<file path="config.mk">
export PLATFORM = sky130hd
export DESIGN_NAME = multicycle_main_control
export DESIGN_NICKNAME = d
export VERILOG_FILES = /design/src/rtl/mips_ctrl_pkg.sv /design/src/rtl/multicycle_main_control.sv
export SDC_FILE = /design/constraint.sdc
export NUM_CORES = 1
export LEC_CHECK = 0
export CORE_MARGIN = 5
export CORE_UTILIZATION = 40
export DETAILED_ROUTE_END_ITERATION = 6
export PLACE_DENSITY = 0.81
export SLEW_MARGIN = 20
export SYNTH_ARGS = -nofsm -noshare
export SYNTH_HDL_FRONTEND = slang
export SYNTH_SLANG_ARGS = --single-unit
</file>
<file path="constraint.sdc">
create_clock -name clk -period 1.9 [get_ports clk]
set_input_delay 0.38 -clock clk [delete_from_list [all_inputs] [get_ports clk]]
set_output_delay 0.38 -clock clk [all_outputs]
set_load 0.03 [all_outputs]
</file>
<file path="src/rtl/mips_ctrl_pkg.sv">
// Shared encodings for the multi-cycle MIPS control path: opcodes, ALUOp codes,
// FSM state encodings and the datapath mux selects driven by the main controller.
package mips_ctrl_pkg;

  localparam logic [5:0] OP_RTYPE = 6'b000000;
  localparam logic [5:0] OP_LW    = 6'b100011;
  localparam logic [5:0] OP_SW    = 6'b101011;
  localparam logic [5:0] OP_BEQ   = 6'b000100;
  localparam logic [5:0] OP_J     = 6'b000010;
  localparam logic [5:0] OP_ADDI  = 6'b001000;

  localparam logic [1:0] ALUOP_ADD   = 2'b00;
  localparam logic [1:0] ALUOP_SUB   = 2'b01;
  localparam logic [1:0] ALUOP_FUNCT = 2'b10;

  localparam logic [1:0] ALUB_RT      = 2'b00;
  localparam logic [1:0] ALUB_FOUR    = 2'b01;
  localparam logic [1:0] ALUB_IMM     = 2'b10;
  localparam logic [1:0] ALUB_IMM_SH2 = 2'b11;

  localparam logic [1:0] PCSRC_ALU    = 2'b00;
  localparam logic [1:0] PCSRC_ALUOUT = 2'b01;
  localparam logic [1:0] PCSRC_JUMP   = 2'b10;

  localparam logic [3:0] S_FETCH     = 4'd0;
  localparam logic [3:0] S_DECODE    = 4'd1;
  localparam logic [3:0] S_MEM_ADDR  = 4'd2;
  localparam logic [3:0] S_MEM_READ  = 4'd3;
  localparam logic [3:0] S_MEM_WB    = 4'd4;
  localparam logic [3:0] S_MEM_WRITE = 4'd5;
  localparam logic [3:0] S_EXECUTE   = 4'd6;
  localparam logic [3:0] S_R_WB      = 4'd7;
  localparam logic [3:0] S_BRANCH    = 4'd8;
  localparam logic [3:0] S_JUMP      = 4'd9;
  localparam logic [3:0] S_ADDI_EX   = 4'd10;
  localparam logic [3:0] S_ADDI_WB   = 4'd11;

  typedef struct packed {
    logic       pc_write;
    logic       pc_write_cond;
    logic       i_or_d;
    logic       mem_read;
    logic       mem_write;
    logic       mem_to_reg;
    logic       ir_write;
    logic [1:0] pc_source;
    logic [1:0] alu_op;
    logic       alu_src_a;
    logic [1:0] alu_src_b;
    logic       reg_write;
    logic       reg_dst;
    logic       illegal_op;
  } ctrl_t;

  // State entered after DECODE; S_FETCH doubles as "unsupported opcode".
  function automatic logic [3:0] decode_target(input logic [5:0] op, input logic addi_en);
    logic [3:0] nxt;
    nxt = S_FETCH;
    case (op)
      OP_LW, OP_SW: nxt = S_MEM_ADDR;
      OP_RTYPE:     nxt = S_EXECUTE;
      OP_BEQ:       nxt = S_BRANCH;
      OP_J:         nxt = S_JUMP;
      OP_ADDI:      nxt = addi_en ? S_ADDI_EX : S_FETCH;
      default:      nxt = S_FETCH;
    endcase
    return nxt;
  endfunction

endpackage

</file>
<file path="src/rtl/multicycle_main_control.sv">
// Main control FSM of the multi-cycle MIPS datapath: sequences fetch, decode,
// execute, memory and writeback, and drives every datapath enable and mux select.
module multicycle_main_control
  import mips_ctrl_pkg::*;
#(
  parameter bit ADDI_EN = 1'b1
) (
  input  logic       clk,
  input  logic       reset,
  input  logic [5:0] opcode,
  input  logic       mem_ready,
  output logic       pc_write,
  output logic       pc_write_cond,
  output logic       i_or_d,
  output logic       mem_read,
  output logic       mem_write,
  output logic       mem_to_reg,
  output logic       ir_write,
  output logic [1:0] pc_source,
  output logic [1:0] alu_op,
  output logic       alu_src_a,
  output logic [1:0] alu_src_b,
  output logic       reg_write,
  output logic       reg_dst,
  output logic       illegal_op,
  output logic [3:0] state_dbg
);

  // Memory handshake: mem_read/mem_write is a request held high for as long as
  // the FSM sits in FETCH, MEM_READ or MEM_WRITE; the access completes on the
  // first rising edge where mem_ready=1. mem_ready is ignored in all other states.

  logic [3:0] state_q;
  logic [3:0] state_d;
  ctrl_t      ctrl;
  ctrl_t      ctrl_out;

  always_ff @(posedge clk) begin
    if (reset) begin
      state_q <= S_FETCH;
    end else begin
      state_q <= state_d;
    end
  end

  always_comb begin
    state_d = state_q;
    case (state_q)
      S_FETCH:     if (mem_ready) state_d = S_DECODE;
      S_DECODE:    state_d = decode_target(opcode, ADDI_EN);
      S_MEM_ADDR: begin
        if (opcode == OP_LW)      state_d = S_MEM_READ;
        else if (opcode == OP_SW) state_d = S_MEM_WRITE;
        else                      state_d = S_FETCH;
      end
      S_MEM_READ:  if (mem_ready) state_d = S_MEM_WB;
      S_MEM_WRITE: if (mem_ready) state_d = S_FETCH;
      S_EXECUTE:   state_d = S_R_WB;
      S_ADDI_EX:   state_d = S_ADDI_WB;
      S_MEM_WB, S_R_WB, S_BRANCH, S_JUMP, S_ADDI_WB: state_d = S_FETCH;
      default:     state_d = S_FETCH;
    endcase
  end

  // Moore decode; the only input dependencies are the FETCH load strobes and the
  // DECODE illegal-opcode pulse.
  always_comb begin
    ctrl = '0;
    case (state_q)
      S_FETCH: begin
        ctrl.mem_read  = 1'b1;
        ctrl.alu_src_a = 1'b0;
        ctrl.alu_src_b = ALUB_FOUR;
        ctrl.alu_op    = ALUOP_ADD;
        ctrl.pc_source = PCSRC_ALU;
        ctrl.ir_write  = mem_ready;
        ctrl.pc_write  = mem_ready;
      end
      S_DECODE: begin
        ctrl.alu_src_a  = 1'b0;
        ctrl.alu_src_b  = ALUB_IMM_SH2;
        ctrl.alu_op     = ALUOP_ADD;
        ctrl.illegal_op = (decode_target(opcode, ADDI_EN) == S_FETCH);
      end
      S_MEM_ADDR: begin
        ctrl.alu_src_a = 1'b1;
        ctrl.alu_src_b = ALUB_IMM;
        ctrl.alu_op    = ALUOP_ADD;
      end
      S_MEM_READ: begin
        ctrl.mem_read = 1'b1;
        ctrl.i_or_d   = 1'b1;
      end
      S_MEM_WB: begin
        ctrl.reg_write  = 1'b1;
        ctrl.mem_to_reg = 1'b1;
        ctrl.reg_dst    = 1'b0;
      end
      S_MEM_WRITE: begin
        ctrl.mem_write = 1'b1;
        ctrl.i_or_d    = 1'b1;
      end
      S_EXECUTE: begin
        ctrl.alu_src_a = 1'b1;
        ctrl.alu_src_b = ALUB_RT;
        ctrl.alu_op    = ALUOP_FUNCT;
      end
      S_R_WB: begin
        ctrl.reg_write  = 1'b1;
        ctrl.reg_dst    = 1'b1;
        ctrl.mem_to_reg = 1'b0;
      end
      S_BRANCH: begin
        ctrl.alu_src_a     = 1'b1;
        ctrl.alu_src_b     = ALUB_RT;
        ctrl.alu_op        = ALUOP_SUB;
        ctrl.pc_write_cond = 1'b1;
        ctrl.pc_source     = PCSRC_ALUOUT;
      end
      S_JUMP: begin
        ctrl.pc_write  = 1'b1;
        ctrl.pc_source = PCSRC_JUMP;
      end
      S_ADDI_EX: begin
        ctrl.alu_src_a = 1'b1;
        ctrl.alu_src_b = ALUB_IMM;
        ctrl.alu_op    = ALUOP_ADD;
      end
      S_ADDI_WB: begin
        ctrl.reg_write  = 1'b1;
        ctrl.reg_dst    = 1'b0;
        ctrl.mem_to_reg = 1'b0;
      end
      default: ctrl.illegal_op = 1'b1;
    endcase
  end

  // Reset squashes every output in the same cycle so a stalled access is dropped.
  assign ctrl_out = reset ? '0 : ctrl;

  assign pc_write      = ctrl_out.pc_write;
  assign pc_write_cond = ctrl_out.pc_write_cond;
  assign i_or_d        = ctrl_out.i_or_d;
  assign mem_read      = ctrl_out.mem_read;
  assign mem_write     = ctrl_out.mem_write;
  assign mem_to_reg    = ctrl_out.mem_to_reg;
  assign ir_write      = ctrl_out.ir_write;
  assign pc_source     = ctrl_out.pc_source;
  assign alu_op        = ctrl_out.alu_op;
  assign alu_src_a     = ctrl_out.alu_src_a;
  assign alu_src_b     = ctrl_out.alu_src_b;
  assign reg_write     = ctrl_out.reg_write;
  assign reg_dst       = ctrl_out.reg_dst;
  assign illegal_op    = ctrl_out.illegal_op;
  assign state_dbg     = reset ? 4'd0 : state_q;

endmodule

</file>
Word level (Yosys, flattened, before mapping)
Index checks and enable logic that the tools add are counted.

operators by class
  add/subtract/negate cells = 0
  $mul = 0
  divide/modulo/power cells = 0
  $lt $le $gt $ge = 0
  equal/unequal tests = 19
  shift-type cells = 0
  muxes and demuxes = 21
  bitwise gates (word level) = 0
  reductions and logical operators = 10

operators with widths
  operator                                             number
  one-hot mux 4 bit (7 select lines)                   1
  one-hot mux 5 bit (5 select lines)                   1
  two-way mux 4 bit                                    5
  one-hot mux 4 bit (5 select lines)                   1
  two-way mux 17 bit                                   1
  equality test 4 x 3 -> 1 bit, second input constant  4
  equality test 4 bit, second input constant           4
  equality test 6 bit, second input constant           2
  OR reduction 11 bit                                  1
  OR reduction 2 bit                                   5
  equality test 4 x 2 -> 1 bit, second input constant  2
  zero test 4 bit                                      2
  one-hot mux 2 bit (2 select lines)                   2
  equality test 6 x 2 -> 1 bit, second input constant  1
  equality test 6 x 3 -> 1 bit, second input constant  1
  equality test 6 x 4 -> 1 bit, second input constant  1
  zero test 6 bit                                      1
  two-way mux 1 bit                                    6
  two-way mux 3 bit                                    2
  inequality test 2 bit, second input constant         3
  equality test 4 x 1 -> 1 bit, second input constant  1
  one-hot mux 1 bit (2 select lines)                   2
  AND reduction 3 bit                                  1

storage, ports and cells
  flip-flop bits (word level) = 4
  latch bits = 0
  memory bits (writable) = 0
  ROM bits = 0
  bits of input ports = 9
  word-level logic and storage cells = 51
  memories = 0

Depth between registers and ports, before layout
Gate-level depths: netlist (run 1).

  depth after elaboration = 7
  mapped depth = 6
  gate-level depth less buffers = 4

Worst setup path before layout (run 1)
No wires, ideal clock.

  path kind = register to output
  start = register state_q[0]
  end = output port i_or_d
  arrival = 1.924 ns
  slack = -0.404 ns
  stages on the path, launching flop included = 4
  cell sequence = dfxtp_1 clkbuf_1 nor2b_1 nor3b_1

between the ends
  longest elaborated chain between the ends = 4

ends and longest elaborated chain
  item                                                                                 RTL line                        text
  start, declared                                                                      multicycle_main_control.sv:33   logic [3:0] state_q;
  start signal, assigned                                                               multicycle_main_control.sv:42   state_q <= state_d;
  equality test 4 x 3 -> 1 bit / equality test 4 x 2 -> 1 bit (equally long branches)  multicycle_main_control.sv:69   case (state_q)
  OR reduction 2 bit (no line) (*)                                                     n/a
  two-way mux 1 bit (*)                                                                multicycle_main_control.sv:69
  two-way mux 17 bit (*)                                                               multicycle_main_control.sv:139  assign ctrl_out = reset ? '0 : ctrl;
  end, declared                                                                        multicycle_main_control.sv:14   output logic i_or_d,

Mark *: on every way between the ends. The rest lies on a longest branch, timed or not.

Worst setup path in the final report (run 1)
  start = input port mem_ready
  end = output port pc_write

between the ends
  longest elaborated chain between the ends = 2

ends and longest elaborated chain
  item                                RTL line                        text
  start, declared                     multicycle_main_control.sv:11   input logic mem_ready,
  one-hot mux 1 bit (2 select lines)  multicycle_main_control.sv:69
  two-way mux 17 bit                  multicycle_main_control.sv:139
  end, declared                       multicycle_main_control.sv:12   output logic pc_write,

No other way between the ends.

==> metrics.md, run 1 <==
| Metric | Value |
|---|---|
| CTS tree | `yes` |
| Setup clock skew after layout | `0.003307 ns` |
| Clock input transition at the sequential cells of the worst setup and hold paths | `0.04 ns` |
| Worst EP required | `1.52 ns` |
| Antenna fix cells | `0` |
| Final wirelength | `2254 um` |
| Final-report hold violation count | `0` |
| Non-filler instance count after layout | `158` |
| Number of pins exceeding their max-slew limit in the final report | `0` |
| Cell chosen for the clock root | `sky130_fd_sc_hd__clkbuf_4` |
| Chip Width | `50.41 um` |
| Maximum ir drop on the vdd rail | `637.5 uV` |
| Total overflow reported by the global router | `0` |
| Category of the worst setup path launch point | `input pin` |
| Die area | `2541 sq um` |
| Area of the mapped netlist | `653.1 sq um` |
| Shortest clock period the worst path allows after layout | `1.844 ns` |
| Sum of negative setup slack | `0 ns` |
| Clock latency on the worst-skew pair | `0.23 ns` |
| Pleak | `0.5453 nW` |
| Residual DRC count | `0` |
| Buffer and inverter count on the worst path | `2` |
| Worst hold path endpoint | `state_q[3]$_SDFFE_PP0P_` |
| Period Utilization, post-route | `97.04%` |
| Sinks on Clock Net | `4` |
| Arrival time at the worst endpoint | `1.46 ns` |
| Fraction of final layout cells with drive strength greater than 1 | `43.66%` |
| Worst Tran Pin Value | `0.4099 ns` |
| Crit Path Max Fanout | `3` |
| Number of clock buffers inserted by TritonCTS | `3` |
| Number of antenna violations at the first check in global routing | `0` |
| Number of enable flip-flop cells after synthesis | `0` |
| Critical Path Slowest Stage Cell | `sky130_fd_sc_hd__clkdlybuf4s50_1` |
| Count of max-cap constraint violations | `0` |
| Distinct cell type count of the synthesized netlist | `40` |
| Critical path endpoint category | `output port` |
| Routability cong. | `0.8593` |
| Rows | `14` |
| Max transition margin | `72.57%` |
| Largest register by flop count | `state_q` |
| Fin Hold WS | `0.6377 ns` |
| Count of H-tree levels built during CTS | `1` |
| Placeable core area | `1524 sq um` |
| Per-cell via count in the routed design | `5.772` |
| Wire length of the first global-routing pass | `3905 um` |
| Final nets | `153` |
| Worst reg2reg path depth | `5` |
| Destination of the worst register-to-register timing path | `state_q[0]$_SDFFE_PP0P_` |
| Mean instance size in the synthesized netlist | `6.665 sq um` |
| Placed Instances | `155` |
| Final design utilization | `72.00%` |
| Pwr per Cell Area | `1002 nW/um^2` |
| Setup repair bufs after CTS | `0` |
| Largest registers in the final layout | `state_q x4` |
| Number of warnings printed during yosys synthesis | `0` |
| Async set-reset flop share out of synthesis | `0%` |
| Number of global-route vias before repair | `920` |
| Hold path startpoint | `state_q[2]$_SDFFE_PP0P_` |
| Critical-path cell list | `clkdlybuf4s50_1 > and3_1 > or2_2 > buf_4` |
| Setup repair after global routing missed its margin | `true` |
| Syn nets | `107` |
| Total Routing Usage GR | `18.86%` |
| Largest buffer count on any clock path | `2` |
| Endpoints failing setup | `0` |
| Outcome | `completed` |
| Routed WL per cell | `14.27 um` |
| Launch point of the worst reg-to-reg path | `state_q[0]$_SDFFE_PP0P_` |
| Setup slack of the worst register-to-register path | `0.28 ns` |
| Top achievable clock speed | `542.4 MHz` |
| Flip-flop count of the largest register after layout | `4` |
| Number of buffers added on ports | `29` |
| Delay of the slowest cell on the worst path | `0.44 ns` |
| Number of nets still failing antenna checks after routing | `0` |
| Critical setup path kind | `in -> out` |
| Kind of path behind the tightest hold check | `reg -> reg` |
| Number of optimization iterations in the first detailed-route pass | `4` |
| Initial drt markers | `21` |
| Synthesis-stage register bit count | `4` |
| Hold-critical path depth | `2` |
| Initial cell density of the core | `42.86%` |
| Area Overhead vs Synth | `68.01%` |
| Pin count of the biggest net entering global routing | `15` |
| Register area share after synthesis | `12.26%` |
| Most instantiated flip-flop cell in the synthesis netlist | `sky130_fd_sc_hd__dfxtp_1` |
| Post-Synthesis Cells | `98` |
| Vias post-DR | `912` |
| Die extent in y | `50.41 um` |
| Total half-perimeter wirelength after legalization and detailed placement | `1802 um` |
| I/O pin count | `30` |
| Crit-path leading delay family | `buffers and inverters` |
-- cells in the mapped netlist (all sizes together) (2+ instances only) --
master	count	share of area, %
nand3b	2	2.3
dfxtp	4	12
buf	6	5.0
nor3	7	5.4
a2bb2oi	2	2.7
nand2	4	2.3
a21oi	3	2.3
clkbuf	5	2.9
xor2	3	4.0
nor4	4	3.8
nor2b	7	6.7
nor2	10	5.7
and3	7	6.7
o21ai	6	4.6
nor3b	2	2.3
a211oi	3	4.2
nand4	3	2.9
-- layout by cell type, fill, tap and decap left out, types with 2 or more instances in the layout --
| master | count |
|---|---|
| sky130_fd_sc_hd__nand4_1 | 3 |
| sky130_fd_sc_hd__nand3b_1 | 2 |
| sky130_fd_sc_hd__nor3_2 | 3 |
| sky130_fd_sc_hd__nor2_1 | 8 |
| sky130_fd_sc_hd__a21oi_1 | 3 |
| sky130_fd_sc_hd__a211oi_1 | 2 |
| sky130_fd_sc_hd__xor2_1 | 3 |
| sky130_fd_sc_hd__o21ai_0 | 5 |
| sky130_fd_sc_hd__nor3_1 | 4 |
| sky130_fd_sc_hd__a2bb2oi_1 | 2 |
| sky130_fd_sc_hd__nor2b_1 | 6 |
| sky130_fd_sc_hd__and3_1 | 7 |
| sky130_fd_sc_hd__buf_4 | 43 |
| sky130_fd_sc_hd__dlygate4sd2_1 | 6 |
| sky130_fd_sc_hd__nor2_2 | 2 |
| sky130_fd_sc_hd__nand2_1 | 4 |
| sky130_fd_sc_hd__clkbuf_4 | 3 |
| sky130_fd_sc_hd__nor4_1 | 3 |
| sky130_fd_sc_hd__dfxtp_2 | 3 |
-- worst register-to-register path, cell delays in order, from the launching register on --
cell and delay, ns:
sky130_fd_sc_hd__dfxtp_1 0.36, sky130_fd_sc_hd__buf_6 0.18, sky130_fd_sc_hd__or3b_1 0.36, sky130_fd_sc_hd__mux2_2 0.27, sky130_fd_sc_hd__a2bb2oi_1 0.13, sky130_fd_sc_hd__a211oi_2 0.24
-- report_power, final --
| part | internal (mW) | switching, mW |
|---|---|---|
| clock network | 0.0706 | 0.0342 |
| registers | 0.112 | 0.0444 |
| logic | 0.369 | 0.471 |
| total | 0.551 | 0.549 |
-- logic make-up after synthesis --
logic type | after synthesis | synth area share [%]
mux | 1 | 1.724
simple gates | 54 | 46.74
buf+inv | 12 | 8.429
flops | 4 | 12.26
compound gates | 23 | 25.48
xor+xnor | 4 | 5.365
-- layout make-up --
cell class | instances | area (sq um)
repair buffers | 52 | 409.1
well taps | 16 | 20.02
inverters | 1 | 3.754
flip-flops and latches | 4 | 83.83
clock buffers | 3 | 22.52
multi-input cells | 82 | 558.0
fillers | 128 | 426.7
-- metal layers --
layer	up-vias	track usage, %	part of all wire [%]
li1	452	-	-
met1	421	21.02	40
met2	37	34.10	51
met3	2	5.917	7.7
met4	0	5.106	0.93
met5	-	0	0
-- through the flow --
step / power, mW / worst slack, ns / instance area, sq um
global placement: 0.9644 / -0.1083 / 1062
floorplan: 0.6957 / -0.1655 / 684.4
global route: 1.194 / -0.0008678 / 1097
CTS: 1.086 / 0.01838 / 1080
detailed placement: 0.9776 / -0.1637 / 1062
finish: 1.100 / 0.05633 / 1097
-- repair_timing --
action	CTS	global route
hold buffers	0	0
gates resized for setup	8	5
setup endpoints to repair	10	7
-- worst max-delay path by stage --
stage                     slack (ns)                     from      endpoint  depth (start not counted)
after detailed placement       -0.16                    reset      pc_write                          5
after global routing         -0.0009  state_q[2]$_SDFFE_PP0P_       reg_dst                          5
final                           0.06                mem_ready      pc_write                          4
after floorplan                -0.17  state_q[3]$_SDFFE_PP0P_  alu_src_b[0]                          3
after CTS                       0.02                opcode[4]    illegal_op                          5
after global placement         -0.11                    reset      pc_write                          5
Power figures use the tool's default switching activity.
==> inputs of run 2 (changes only) <==
GPL_ROUTABILITY_DRIVEN = 0   (was default)
==> results of run 2 <==
Same layout as run 1: the final DEF is identical, and so are final timing and power.
